## config.mk

```make
export PLATFORM = sky130hd
export DESIGN_NAME = mult_seq_ctrl
export DESIGN_NICKNAME = d
export VERILOG_FILES = /design/src/rtl/mult_seq_ctrl.sv
export SDC_FILE = /design/constraint.sdc
export NUM_CORES = 1
export LEC_CHECK = 0
export ABC_AREA = 1
export BUFFER_PORTS_ARGS = -buffer_cell sky130_fd_sc_hd__buf_2
export CAP_MARGIN = 0
export CORE_ASPECT_RATIO = 2
export CORE_MARGIN = 3
export CORE_UTILIZATION = 50
export CTS_CLUSTER_DIAMETER = 60
export DETAILED_ROUTE_END_ITERATION = 7
export PLACE_DENSITY = 0.69
export SYNTH_ARGS = -nofsm -noshare
export SYNTH_HDL_FRONTEND = slang
export SYNTH_SLANG_ARGS = --single-unit
```

## constraint.sdc

```tcl
create_clock -name clk -period 3.35 [get_ports clk]
set_clock_uncertainty 0.1 [all_clocks]
set_input_delay 0.67 -clock clk [delete_from_list [all_inputs] [get_ports clk]]
set_output_delay 0.67 -clock clk [all_outputs]
set_load 0.02 [all_outputs]
```

## src/rtl/mult_seq_ctrl.sv

```systemverilog
// mult_seq_ctrl: sequential shift-and-add unsigned multiplier.
// Each RUN cycle performs one conditional add and one shift. The 2*WIDTH-bit
// product, its zero flag and a single-cycle done pulse are all registered.
// Optional feature macro: MULT_EARLY_TERM_EN. When it is defined, RUN stops as
// soon as the remaining multiplier bits are all zero.
module mult_seq_ctrl #(
  parameter int WIDTH = 32
) (
  input  logic             clk,
  input  logic             rst,
  input  logic             start,
  input  logic [WIDTH-1:0] a,
  input  logic [WIDTH-1:0] b,
  output logic             ready,
  output logic             busy,
  output logic             done,
  output logic [WIDTH-1:0] prod_hi,
  output logic [WIDTH-1:0] prod_lo,
  output logic             zero_flag
);

  localparam int CNT_W = $clog2(WIDTH) + 1;

  typedef enum logic [1:0] {
    IDLE = 2'd0,
    RUN  = 2'd1,
    DONE = 2'd2
  } state_t;

  state_t               state;
  logic [2*WIDTH-1:0]   mcand;
  logic [2*WIDTH-1:0]   acc;
  logic [2*WIDTH-1:0]   acc_sum;
  logic [WIDTH-1:0]     mplier;
  logic [CNT_W-1:0]     cnt;
  logic                 last_iter;

  // NOR of every product bit.
  function automatic logic is_zero(input logic [2*WIDTH-1:0] v);
    return ~|v;
  endfunction

  // Accumulator value after this iteration's conditional add. The carry-out
  // cannot occur because the product always fits in 2*WIDTH bits.
  always_comb begin
    acc_sum = acc;
    if (mplier[0]) acc_sum = acc + mcand;
  end

  // The final iteration is taken on the count limit. With early termination,
  // it is also taken when no set multiplier bits remain after this shift.
  always_comb begin
`ifdef MULT_EARLY_TERM_EN
    last_iter = (cnt == CNT_W'(WIDTH - 1)) || (mplier[WIDTH-1:1] == '0);
`else
    last_iter = (cnt == CNT_W'(WIDTH - 1));
`endif
  end

  // Sequencer FSM. The datapath registers and the registered outputs are
  // updated here.
  always_ff @(posedge clk) begin
    if (rst) begin
      state     <= IDLE;
      mcand     <= '0;
      mplier    <= '0;
      acc       <= '0;
      cnt       <= '0;
      ready     <= 1'b1;
      busy      <= 1'b0;
      done      <= 1'b0;
      prod_hi   <= '0;
      prod_lo   <= '0;
      zero_flag <= 1'b1;
    end else begin
      case (state)
        IDLE: begin
          done <= 1'b0;
          if (start) begin
            mcand  <= {{WIDTH{1'b0}}, a};
            mplier <= b;
            acc    <= '0;
            cnt    <= '0;
            ready  <= 1'b0;
            busy   <= 1'b1;
            state  <= RUN;
          end
        end
        RUN: begin
          acc    <= acc_sum;
          mcand  <= mcand << 1;
          mplier <= mplier >> 1;
          cnt    <= cnt + 1'b1;
          if (last_iter) begin
            // The product is captured on the same edge that enters DONE.
            // This makes it valid for the whole done cycle.
            {prod_hi, prod_lo} <= acc_sum;
            zero_flag          <= is_zero(acc_sum);
            busy               <= 1'b0;
            done               <= 1'b1;
            state              <= DONE;
          end
        end
        DONE: begin
          done  <= 1'b0;
          ready <= 1'b1;
          state <= IDLE;
        end
        default: begin
          ready <= 1'b1;
          busy  <= 1'b0;
          done  <= 1'b0;
          state <= IDLE;
        end
      endcase
    end
  end

endmodule

```

==> impl_metrics.yaml <==
run_status:
  status: "completed"
synthesis:
  ys_ff_latch: 236
  synth_area_leaders: "dfxtp_1 (32%), nand2_1 (19%), inv_1 (11%)"
  yosysUniqueCellTypes: 43
  async_reset_ff_share_pct: 0
  synthesis.area_sq_mm: 0.0149
  synth_top_area_cell: "dfxtp_1"
  yosysWarnings: 0
  yosysSeqAreaShare_pct: 31.7
  syn_area_per_cell_sq_um: 6.16
  synth_edf_count: 0
  synth_top_area_share_pct: 31.7
  syn_nets: 2556
  syn-instance-count: 2424
  synth_top_flop_cell: "dfxtp_1"
cts:
  clk_latency_ps: 560
  cts-root-buf: "clkbuf_16"
  numCtsBuffers: 23
  clock_sinks: 236
  clkTransAtPathRegs_ps: 70
  clk_path_buf_depth: 3
  cts_tree: "built"
  cts_setup_buffers: 0
  h-tree-depth: 1
critical_path:
  critPathCaptureType: "flip-flop"
  crit_buf_inv: 1
  r2r_slack_ps: 100
  path_class: "flip-flop to flip-flop"
  cpLargestDelayFamily: "simple AND/OR/NAND/NOR gates"
  startpoint_type: "flip-flop"
  path_depth: 18
  crit_arrival_ps: 3650
  crit_end: "zero_flag$_SDFFE_PP1P_"
  regToRegEndpoint: "zero_flag$_SDFFE_PP1P_"
  required_ps: 3760
  critPathLaunch: "acc[8]$_SDFFE_PP0P_"
  worst-r2r-cell-count: 18
  timing.rr.start: "acc[8]$_SDFFE_PP0P_"
  slowest_stage: "dfxtp_1"
  cp_common_cell: "nand2_1"
  crit_chain: "ha_1, buf_4, nand2_1, nor2_2, nand3_1, nand3_1, nand2_1, nand3_1, nand2_1, nor2_1, nand3_1, nor2_1, nand2_1, nor2_1, nand2_1, nor2_1, nand3_1, nand2_1"
  slowest_delay_ps: 390
  critPathMaxFanout: 3
timing:
  min_period_over_period_pct: 96.9
  hold_viol_final: 0
  layout_min_cycle_time_ps: 3250
  setup_viol: 0
  rsz0062_at_grt: "true"
  max_freq_mhz: 308
  final_max_slew_viol_count: 0
  max_slew.worst_pin.slew_ps: 1140
  relSlewSlack_pct: 23.6
place:
  place_congestion: 1.08
  dp_hpwl_um: 48600
  portBuffers: 134
  dpl_cell_area_sq_mm: 0.0162
cells_and_area:
  final_cell_area_sq_mm: 0.0171
  final_nets: 2690
  drive_above_1_share_pct: 11.7
  utilization_pct: 58.5
  areaGrowthSynthToFinish_pct: 14.3
floorplan:
  start_util_pct: 51.1
  fp.coreArea_sq_mm: 0.0292
  die_w_um: 128
  die_y_um: 250
  die-area_sq_mm: 0.0321
  row_count: 88
  pin_count: 135
global_routing:
  grt_pass1_wl_um: 93600
  grt_overflow: 0
  grt_max_degree: 81
  grt_pass1_vias: 16200
  grt_usage_pct: 38.9
  antenna_found_initial: 2
pwr:
  pwr_density_cell_mw_per_mm2: 411
  peakVddDrop_mv: 0.497
  leakage_nw: 8.84
  power_mw: 7.02
routing:
  routedWlPerCell_um: 21.4
  drc: 0
  wirelength_um: 62900
  firstDrtPassIters: 6
  vias: 16200
  drt_iter0_drc: 957
  ant_nets: 0
  vias_per_cell: 5.52
hold_path:
  hold_class: "input port to flip-flop"
run:
  max_cap_violations: 0
==> logic make-up after synthesis <==
kind of cell / synth area share, %
adder cells (fa/ha/maj): 5.50
flip-flops: 31.7
buffers and inverters: 13.7
XOR/XNOR: 0.411
AND/OR/NAND/NOR: 34.5
AO/OA/AOI/OAI: 14.3
==> where the power goes <==
group | leakage (nW) | switching (mW) | total [mW] | internal (mW)
combinational | 6.53 | 0.865 | 1.25 | 0.382
clock | 0.386 | 1.18 | 2.74 | 1.56
sequential | 1.92 | 0.110 | 3.03 | 2.92
==> cell usage in the layout (no fill, tap or decap), types with 6 or more instances in the layout <==
cell type	netlist	layout
o21ai_0	90	90
nand2_1	749	745
o22ai_1	46	46
o211ai_1	39	39
ha_1	64	59
buf_4	2	56
clkbuf_16	0	23
nor2_2	14	13
o21ai_1	6	6
nand4_1	9	9
nor2_1	239	238
buf_2	8	134
o21bai_1	8	8
nor3_1	11	11
inv_1	442	442
clkbuf_8	0	6
a32o_1	10	10
inv_2	9	9
o221ai_1	62	62
nand3_2	7	10
a21oi_1	60	60
dfxtp_1	236	232
nand2_2	12	16
nand3_1	192	189
==> worst min-delay path by stage <==
stage / from / end / slack, ps / cells after the start
floorplan: state[0]$_SDFFE_PP0P_ / busy$_SDFFE_PP0P_ / 310 / 1
global placement: cnt[5]$_SDFFE_PP0P_ / cnt[5]$_SDFFE_PP0P_ / 350 / 1
detailed placement: done$_SDFFE_PP0N_ / done$_SDFFE_PP0N_ / 350 / 2
CTS: b[31] / mplier[31]$_SDFFE_PP0P_ / 260 / 3
global route: b[31] / mplier[31]$_SDFFE_PP0P_ / 270 / 3
finish: b[31] / mplier[31]$_SDFFE_PP0P_ / 280 / 3
==> synth_stat cells (2+ instances only) <==
cell type and count:
nor2_2 14, inv_2 9, nand3_2 7, nand4_1 9, nand3_1 192, buf_4 2, nand2_2 12, o22ai_1 46
xor2_1 5, nand3b_1 2, a32o_1 10, o221ai_1 62, clkbuf_1 70, nor4_1 3, ha_1 64, o21bai_1 8
nor3_1 11, buf_1 5, o21ai_2 3, o211ai_1 39, nor3_2 4, buf_2 8, inv_1 442, dfxtp_1 236
a21oi_1 60, o21ai_0 90, nand2_1 749, clkinv_1 2, xnor2_1 2, nor2_1 239, a21boi_0 2, o21ai_1 6
==> layer usage <==
metal  share of wire, %  vias to the layer above  GRT usage (%)
met4                 14                        2           40.1
li1                   -                     7969              -
met1                 30                     7338           33.2
met3                5.9                      310           8.94
met5              0.021                        -              0
met2                 50                      585           69.5
==> sequential cells by signal, indices dropped and copies added (netlist names) <==
register	cells
acc	64
mcand	64
mplier	32
prod_hi	32
prod_lo	32
cnt	6
state	2
busy	1
done	1
ready	1
zero_flag	1
==> through the flow <==
stage	hold WS, ps	setup TNS, ps	instances	setup WS [ps]
2_1_floorplan	311	0	2424	922
3_3_place_gp	350	0	2893	142
3_5_place_dp	350	0	2893	158
4_1_cts	259	0	2934	135
5_1_grt	274	-6.85	2934	-6.85
6_report	276	0	2936	104
==> cell type report <==
cell class / instances / area (sq um)
fill: 2997 / 12100
multi-input combinational: 1650 / 8220
sequential: 236 / 4730
inverter: 453 / 1700
timing repair buffer: 194 / 1170
clock buffer: 34 / 677
tap: 360 / 450
clock inverter: 7 / 104
antenna: 2 / 5.00
==> worst register-to-register path, delay by kind of cell, from the launching register on <==
family | cells | cell delay, ps
fa+ha+maj | 1 | 340
buf+inv | 1 | 170
flops | 1 | 390
simple gates | 16 | 2210
==> what timing repair did <==
item	4_1_cts	5_1_grt
resized for setup	0	13
hold buffers	0	0
setup endpoints to repair	0	3
Power figures use the tool's default switching activity.
